==> src/rtl/mmu_pkg.sv <==
// Shared encodings and width constants for the page-table-walker memory arbiter.
package mmu_pkg;

  localparam logic [1:0] ARB_IDLE = 2'd0;
  localparam logic [1:0] ARB_WAIT = 2'd1;
  localparam logic [1:0] ARB_RESP = 2'd2;

  localparam int unsigned PTW_ADDR_WIDTH = 32;
  localparam int unsigned PTW_DATA_WIDTH = 32;

  typedef enum logic [1:0] {
    StIdle = ARB_IDLE,
    StWait = ARB_WAIT,
    StResp = ARB_RESP
  } arb_state_e;

endpackage

==> src/rtl/ptw_rr_arbiter.sv <==
// Two-way round-robin grant: on a tie the requester not granted last wins.
module ptw_rr_arbiter (
  input  logic [1:0] req,
  input  logic       last_owner,
  output logic       gnt_valid,
  output logic       gnt_idx
);

  always_comb begin
    gnt_valid = |req;
    gnt_idx   = 1'b0;
    unique case (req)
      2'b01:   gnt_idx = 1'b0;
      2'b10:   gnt_idx = 1'b1;
      2'b11:   gnt_idx = ~last_owner;
      default: gnt_idx = 1'b0;
    endcase
  end

endmodule

==> src/rtl/ptw_mem_arbiter.sv <==
// Shares one page-table memory read port between the I-side and D-side walkers,
// with one outstanding transaction and a timeout that returns an error response.
module ptw_mem_arbiter
  import mmu_pkg::*;
#(
  parameter int unsigned ADDR_WIDTH = PTW_ADDR_WIDTH,
  parameter int unsigned DATA_WIDTH = PTW_DATA_WIDTH,
  parameter int unsigned TIMEOUT    = 255
) (
  input  logic                  clk,
  input  logic                  rst,
  input  logic                  req0,
  input  logic                  req1,
  input  logic [ADDR_WIDTH-1:0] addr0,
  input  logic [ADDR_WIDTH-1:0] addr1,
  output logic                  resp0,
  output logic                  resp1,
  output logic [DATA_WIDTH-1:0] data0,
  output logic [DATA_WIDTH-1:0] data1,
  output logic                  err0,
  output logic                  err1,
  output logic                  mem_req,
  output logic [ADDR_WIDTH-1:0] mem_addr,
  input  logic                  mem_resp,
  input  logic [DATA_WIDTH-1:0] mem_data,
  output logic                  busy,
  output logic                  owner,
  output logic                  timeout_pulse
);

  localparam int unsigned CntW = (TIMEOUT == 0) ? 1 : $clog2(TIMEOUT + 1);
  localparam logic [CntW-1:0] CntMax   = '1;
  localparam logic [CntW-1:0] CntLimit = CntW'(TIMEOUT);

  arb_state_e            state_q, state_d;
  logic [ADDR_WIDTH-1:0] addr_q, addr_d;
  logic [DATA_WIDTH-1:0] data_q, data_d;
  logic                  err_q, err_d;
  logic                  owner_q, owner_d;
  logic                  last_owner_q, last_owner_d;
  logic [CntW-1:0]       cnt_q, cnt_d;
  logic [CntW-1:0]       cnt_inc;
  logic                  timeout_hit;
  logic                  gnt_valid;
  logic                  gnt_idx;

  ptw_rr_arbiter u_rr_arbiter (
    .req        ({req1, req0}),
    .last_owner (last_owner_q),
    .gnt_valid  (gnt_valid),
    .gnt_idx    (gnt_idx)
  );

  always_comb begin
    state_d      = state_q;
    addr_d       = addr_q;
    data_d       = data_q;
    err_d        = err_q;
    owner_d      = owner_q;
    last_owner_d = last_owner_q;
    cnt_d        = cnt_q;
    // Saturate rather than wrap so a disabled timeout can never alias a limit.
    cnt_inc      = (cnt_q == CntMax) ? cnt_q : cnt_q + CntW'(1);
    timeout_hit  = (TIMEOUT != 0) && (cnt_inc == CntLimit);

    unique case (state_q)
      StIdle: begin
        if (gnt_valid) begin
          owner_d = gnt_idx;
          addr_d  = gnt_idx ? addr1 : addr0;
          cnt_d   = '0;
          state_d = StWait;
        end
      end
      StWait: begin
        // A response landing on the timeout cycle still counts as success.
        if (mem_resp) begin
          data_d  = mem_data;
          err_d   = 1'b0;
          state_d = StResp;
        end else begin
          cnt_d = cnt_inc;
          if (timeout_hit) begin
            data_d  = '0;
            err_d   = 1'b1;
            state_d = StResp;
          end
        end
      end
      StResp: begin
        last_owner_d = owner_q;
        state_d      = StIdle;
      end
      default: state_d = StIdle;
    endcase
  end

  always_ff @(posedge clk or posedge rst) begin
    if (rst) begin
      state_q      <= StIdle;
      addr_q       <= '0;
      data_q       <= '0;
      err_q        <= 1'b0;
      owner_q      <= 1'b0;
      last_owner_q <= 1'b1;
      cnt_q        <= '0;
    end else begin
      state_q      <= state_d;
      addr_q       <= addr_d;
      data_q       <= data_d;
      err_q        <= err_d;
      owner_q      <= owner_d;
      last_owner_q <= last_owner_d;
      cnt_q        <= cnt_d;
    end
  end

  always_comb begin
    mem_req       = (state_q == StWait);
    mem_addr      = addr_q;
    busy          = (state_q != StIdle);
    owner         = owner_q;
    resp0         = (state_q == StResp) && !owner_q;
    resp1         = (state_q == StResp) && owner_q;
    data0         = resp0 ? data_q : '0;
    data1         = resp1 ? data_q : '0;
    err0          = resp0 && err_q;
    err1          = resp1 && err_q;
    timeout_pulse = (state_q == StResp) && err_q;
  end

endmodule
==> config.mk <==
export PLATFORM = sky130hd
export DESIGN_NAME = ptw_mem_arbiter
export DESIGN_NICKNAME = d
export VERILOG_FILES = /design/src/rtl/mmu_pkg.sv /design/src/rtl/ptw_rr_arbiter.sv /design/src/rtl/ptw_mem_arbiter.sv
export SDC_FILE = /design/constraint.sdc
export NUM_CORES = 1
export LEC_CHECK = 0
export CELL_PAD_IN_SITES_DETAIL_PLACEMENT = 1
export CELL_PAD_IN_SITES_GLOBAL_PLACEMENT = 1
export CORE_ASPECT_RATIO = 2
export CORE_UTILIZATION = 31
export CTS_CLUSTER_SIZE = 28
export DETAILED_ROUTE_END_ITERATION = 10
export HOLD_SLACK_MARGIN = 0.06
export PLACE_DENSITY_LB_ADDON = 0.1
export SLEW_MARGIN = 20
export SYNTH_ARGS = -nofsm -noshare
export SYNTH_HDL_FRONTEND = slang
export SYNTH_SLANG_ARGS = --single-unit
export TNS_END_PERCENT = 100
==> constraint.sdc <==
create_clock -name clk -period 3.45 [get_ports clk]
set_clock_uncertainty 0.2 [all_clocks]
set_input_delay 0.5175 -clock clk [delete_from_list [all_inputs] [get_ports clk]]
set_output_delay 0.5175 -clock clk [all_outputs]
set_load 0.03 [all_outputs]
==> results of run 1 <==
==> metrics by stage <==
stage               worst slack (ps)   util  instances  hold WS [ps]
floorplan                        767      -        442           292
global placement                 690  0.479        807           261
detailed placement               629  0.479        807           274
CTS                              262  0.502        823           290
global route                     221  0.502        824           317
finish                           361  0.502        824           282
==> critical path, stage by stage, from the launching register on <==
cell and delay (ps):
dfrtp_1 410, nor2b_2 540, buf_12 230, and2_1 170
clkdlybuf4s50_1 700
==> power by group through the flow <==
stage | clock network, mW | registers, mW | logic, mW
floorplan | 0 | 1.86 | 1.46
global placement | 0 | 1.62 | 2.67
CTS | 1.01 | 1.64 | 2.75
finish | 0.981 | 1.63 | 2.69
global route | 1.04 | 1.70 | 2.90
detailed placement | 0 | 1.65 | 2.73
==> per-layer routing <==
metal  vias up  GRT usage  wire length [um]  part of all wire
met3        20     0.0507               909             0.065
met5         -          0                 0                 0
met1      1900      0.204              4970              0.36
met4         0     0.0783               307             0.022
met2       151      0.365              7740              0.56
li1       1898          -                 -                 -
==> final timing paths <==
| kind | endpoint | slack, ps |
|---|---|---|
| max reg2reg | data_q[16] | 540 |
| min | mem_addr[24] | 280 |
| min reg2reg | mem_addr[24] | 280 |
| max in group asynchronous | mem_addr[24] | 1920 |
| min in group asynchronous | mem_addr[21] | 440 |
| max | resp1 | 360 |
==> placed cells by master (no fill, tap or decap), types with 5 or more instances in the layout <==
cell             count
mux2i_1             35
and3_1              33
nor2_1               9
o21ai_0             32
clkdlybuf4s50_1    204
dfrtp_1             75
o21ai_1              5
o31ai_4             30
clkbuf_16            9
inv_1               35
buf_12               5
nand2_1             72
nor3_1              36
==> sequential cells by signal, indices dropped and copies added, names as in the netlist <==
signal and count:
cnt_q 8, data_q 32, err_q 1, last_owner_q 1
mem_addr 32, owner 1, state_q 2
==> final cells by class <==
class / count / area (um2) / share of cell area
Multi-Input combinational cell: 292 / 2180 / 0.313
Clock buffer: 12 / 256 / 0.0368
Timing Repair Buffer: 213 / 2170 / 0.311
Clock inverter: 4 / 55.1 / 0.00789
Sequential cell: 77 / 1930 / 0.277
Antenna cell: 1 / 2.50 / 0.000359
Tap cell: 189 / 236 / 0.0339
Inverter: 36 / 136 / 0.0196
==> cell families after synthesis <==
kind of cell | share of synthesized area
multiplexers | 0.0791
flip-flops | 0.435
buffers and inverters | 0.0774
AO/OA/AOI/OAI | 0.209
adder cells (fa/ha/maj) | 0.00282
AND/OR/NAND/NOR | 0.196
==> results.md, run 1 <==
* Outcome: completed
* PwrDens at 761 mW/mm2
* Crit. End Element: output pin
* Yosys warns at 0
* Worst-Margin Slew at 842 ps
* Max-slew violations at 0
* Die X at 86.5 um
* Die footprint at 0.0148 mm2
* Top post-synthesis cells by area: dfrtp_1, o31ai_4, mux2i_1
* Max_slew headroom at 0.439
* Crit Path Class: register to output pin
* DRC at 0
* Fmax at 0.324 GHz
* Sequential fraction of the synthesis area at 0.435
* Final #Nets at 731
* Initial antenna violation count at 1
* CTS tree: yes
* First-pass GRT wire length at 22300 um
* Final TNS setup at 0 ps
* DP HPWL at 10600 um
* Post-synth ARST share at 1.00
* Startpoint types: register
* Dominant cell type by area after synthesis: dfrtp_1
* Placed Area at 0.00666 mm2
* Vias per cell at 4.82
* Fillcell total at 1567
* Initial core utilization at 0.319
* 1st-iter DRT viols at 123
* Distinct cells, synth at 42
* Commonest cells post-synth: dfrtp_1, nand2_1, inv_1, nor3_1, mux2i_1
* Final hold vios at 0
* Total number of vias at 3969
* Global route overflow at 0
* Core Region at 0.0139 mm2
* HP Start: mem_addr[24]
* Gate power share at 0.508
* Flop pwr share at 0.308
* Number of gates resized after cts at 0
* Max-cap viol count at 0
* Total GRT Usage at 0.196
* Share of the synthesized area in the top cell type at 0.429
* Post-route antenna net violation count at 0
* I/O pin total at 205
* DIE HEIGHT at 171 um
* Worst Hold Class: register to register
* First-pass DRT Iterations at 4
* Largest net degree at the start of global routing at 71
* IO buf count at 204
* Routed WL per cell at 16.9 um
* CTS Buffer Depth at 2
* Rows at 61
* Clock-pin slew on the worst setup and hold paths at 60 ps
* Mapped Avg Cell Area at 10.0 um2
* Critical Path RT at 2730 ps
* Hold Path Stages at 2
* CTS Root Cell: clkbuf_16
* Crit-path max FO at 23
* Clock network power share at 0.185
* Routability cong. at 0.833
* Synthesized instance count at 442
* First element of the critical path: state_q[1]
* Flops & latches, synth at 77
* Most numerous cell in the Yosys netlist: dfrtp_1
* Post-Syn Area at 0.00443 mm2
* R2R depth at 6
* Power Total at 5.31 mW
* Finish-stage setup viols at 0
* Finished Cell Area at 0.00697 mm2
* DRT Wirelength at 13900 um
* Sink Count at 77
* Main synth FF type: dfrtp_1
* Hold buffer count at CTS at 0
* Int Power at 3.08 mW
* Area delta synth->final at 57.5%
* Sw Pwr at 2.23 mW
* Later-pin clock latency in the skew report at 330 ps
* Setup Fix Bufs, Post-CTS at 0
* Worst vdd ir at 366 uV
* H-tree depth at 3
* Share of layout cells above drive strength 1 at 0.109
* Sw frac at 0.420
* Reg-to-reg startpoint: cnt_q[0]
* CP arrival at 2370 ps
* Leakage at 2.96 nW
* Tmin final at 3090 ps
* Post-synth EDFFs at 0
* Syn Nets at 544
* Unrepaired setup endpoints after global routing: no
* Number of global-route vias before repair at 4354
* Final period util at 0.895
* CTS buffer count at 9
(Power assumes the default switching activity.)
==> inputs of run 2 (changes only) <==
--- a/config.mk
+++ b/config.mk
@@ -9,10 +9,12 @@
 export CELL_PAD_IN_SITES_GLOBAL_PLACEMENT = 1
 export CORE_ASPECT_RATIO = 2
 export CORE_UTILIZATION = 31
+export CTS_CLUSTER_DIAMETER = 150
 export CTS_CLUSTER_SIZE = 28
 export DETAILED_ROUTE_END_ITERATION = 10
 export HOLD_SLACK_MARGIN = 0.06
 export PLACE_DENSITY_LB_ADDON = 0.1
+export RECOVER_POWER = 100
 export SLEW_MARGIN = 20
 export SYNTH_ARGS = -nofsm -noshare
 export SYNTH_HDL_FRONTEND = slang
==> run 2 against run 1 <==
Compared with the run above: the flow now finishes with violations (max-capacitance violations, max-slew violations); via count is essentially flat; register-to-register slack lost 240 ps; total power shrank 4.6%; core utilization shrank 1.2 points; die area is the same; cell count grew 0.12%; final area shrank 2.3%; sequential power is essentially flat; combinational power shrank 8.6%; largest power group unchanged.
==> results.md, run 2 (same netlist as run 1, synthesis figures left out) <==
* Crit-path max FO at 70 (was 23)
* CP arrival at 2480 ps (was 2370 ps)
* Top delay family on crit path: flip-flops (was buffers and inverters)
* Core Region at 0.0139 mm2 (unchanged)
* Largest net degree at the start of global routing at 71 (unchanged)
* Share of layout cells above drive strength 1 at 0.0883 (was 0.109)
* Number of gates resized after cts at 0 (unchanged)
* Sink Count at 77 (unchanged)
* Worst Hold Class: register to register (unchanged)
* DIE HEIGHT at 171 um (unchanged)
* Number of placed cells counting well taps at 807 (unchanged)
* Startpoint types: register (unchanged)
* Max_slew headroom at -0.436 (was 0.439)
* DP HPWL at 10600 um (unchanged)
* Most frequent cells in the layout: dlygate4sd3_1, clkdlybuf4s50_1, dfrtp_1, nand2_1 (was clkdlybuf4s50_1, dfrtp_1, nand2_1, nor3_1)
* Number of global-route vias before repair at 4354 (unchanged)
* Finish-stage setup viols at 0 (unchanged)
* Hold Path Stages at 2 (unchanged)
* Die X at 86.5 um (unchanged)
* DP Worst Slack at 629 ps (unchanged)
* Worst-Margin Slew at 2140 ps (was 842 ps)
* Crit Path Class: register to output pin (unchanged)
* Later-pin clock latency in the skew report at 330 ps (about the same)
* H-tree depth at 3 (unchanged)
* Setup Fix Bufs, Post-CTS at 0 (unchanged)
* Final #Nets at 731 (unchanged)
* R2r endpoint: data_q[0] (was data_q[16])
* R2R depth at 6 (unchanged)
* Final Core Density at 0.490 (was 0.502)
* Violated checks: max-capacitance violations, max-slew violations
* Reg2Reg Setup Slack at 300 ps (was 540 ps)
* Max-slew violations at 44 (was 0)
* Crit. End Element: output pin (unchanged)
* 1st-iter DRT viols at 142 (was 123)
* WL met3 at 890 um (was 909 um)
* Tmin final at 3200 ps (was 3090 ps)
* Leakage at 3.17 nW (was 2.96 nW)
* Final TNS setup at 0 ps (unchanged)
* Global route overflow at 0 (unchanged)
* Finished Cell Area at 0.00681 mm2 (was 0.00697 mm2)
* Total GRT Usage at 0.196 (unchanged)
* Met2 WL at 7700 um (was 7740 um)
* Post-route antenna net violation count at 0 (unchanged)
* Clock-pin slew on the worst setup and hold paths at 60 ps (about the same)
* Total number of vias at 3966 (was 3969)
* Initial core utilization at 0.319 (unchanged)
* CTS Root Cell: clkbuf_16 (unchanged)
* Fillcell total at 1586 (was 1567)
* CTS Buffer Depth at 2 (unchanged)
* First-pass GRT wire length at 22300 um (unchanged)
* Max layer used: met4 (unchanged)
* Unrepaired setup endpoints after global routing: no (unchanged)
* CTS tree: yes (unchanged)
* DRC at 0 (unchanged)
* HP Start: mem_addr[24] (unchanged)
* Crit-path max cell delay at 1070 ps (was 700 ps)
* Reg-to-reg startpoint: cnt_q[0] (unchanged)
* I/O pin total at 205 (unchanged)
* Hold buffer count at CTS at 0 (unchanged)
* Die footprint at 0.0148 mm2 (unchanged)
* Area delta synth->final at 53.8% (was 57.5%)
* Routability cong. at 0.833 (unchanged)
* Hold EP: mem_addr[24] (unchanged)
* Routed WL per cell at 16.9 um (about the same)
* Initial antenna violation count at 2 (was 1)
* Fmax at 0.313 GHz (was 0.324 GHz)
* Critical Path RT at 2730 ps (about the same)
* IO buf count at 204 (unchanged)
* Placed Area at 0.00666 mm2 (unchanged)
* Final period util at 0.927 (was 0.895)
* PwrDens at 743 mW/mm2 (was 761 mW/mm2)
* Max-cap viol count at 1 (was 0)
* Vias per cell at 4.81 (was 4.82)
* Worst vdd ir at 355 uV (was 366 uV)
* Final std cells w/o fill at 825 (was 824)
* First-pass DRT Iterations at 6 (was 4)
* Setup WS post-layout at 251 ps (was 361 ps)
* Outcome: finished, violations left (was completed)
* CP max-delay cell: dfrtp_2 (was clkdlybuf4s50_1)
* DRT Wirelength at 13900 um (about the same)
* Rows at 61 (unchanged)
* CTS buffer count at 9 (unchanged)
* CP Cell Sequence: and3_1 > dlygate4sd3_1 (was nor2b_2 > buf_12 > and2_1 > clkdlybuf4s50_1)
* Routed length on met1 at 5020 um (was 4970 um)
* Final hold vios at 0 (unchanged)
* Most common cell after layout, fill and taps aside: dlygate4sd3_1 (was clkdlybuf4s50_1)
* Buffers and inverters on the worst path at 1 (was 2)
## run 2: cell count changes in the layout (fill, tap and decap cells not counted), sizes merged
cell,delta
clkdlybuf4s50,-103
dlygate4sd3,+103
buf,-2
clkbuf,+2
clkinv,-1
clkinvlp,+1
diode,+1
## run 2: worst max-delay path by stage
stage | start | to | slack [ps] | cells after the start
CTS | owner | data1[3] | 260 | 2
global route | owner | resp1 | 110 | 2
floorplan | rst | cnt_q[0] | 770 | 1
finish | owner | data1[4] | 250 | 2
global placement | owner | data1[3] | 690 | 2
detailed placement | cnt_q[0] | data_q[17] | 630 | 6
## run 2: area by class of cell
| type | instances | area [um2] | share of cell area |
|---|---|---|---|
| Timing Repair Buffer | 213 | 2150 | 0.316 |
| Inverter | 36 | 136 | 0.0200 |
| Sequential cell | 77 | 1930 | 0.283 |
| Clock buffer | 12 | 256 | 0.0377 |
| Antenna cell | 2 | 5.00 | 0.000735 |
| Clock inverter | 4 | 55.1 | 0.00808 |
| Tap cell | 189 | 236 | 0.0347 |
| Multi-Input combinational cell | 292 | 2040 | 0.299 |
## run 2: where the power goes
group | switching [mW] | internal, mW
Sequential | 0.318 | 1.30
Combinational | 1.46 | 0.994
Clock | 0.379 | 0.604
Total | 2.16 | 2.90
## run 2: worst reg2reg max path, stage by stage (launching register included)
cell and delay (ps):
dfrtp_1 420, ha_1 320, nand4_1 290, nor4_1 580, o221a_4 520, clkbuf_2 610, o31ai_4 90
## run 2: through the flow
step	hold slack, ps	power [mW]
5_1_grt	312	5.39
4_1_cts	290	5.39
6_report	277	5.06
2_1_floorplan	292	3.32
3_3_place_gp	261	4.28
3_5_place_dp	274	4.38
## run 2: layer usage
layer | global-route usage | up-vias
met2 | 0.365 | 150
met5 | 0 | -
met1 | 0.204 | 1895
li1 | - | 1903
met3 | 0.0507 | 18
met4 | 0.0783 | 0
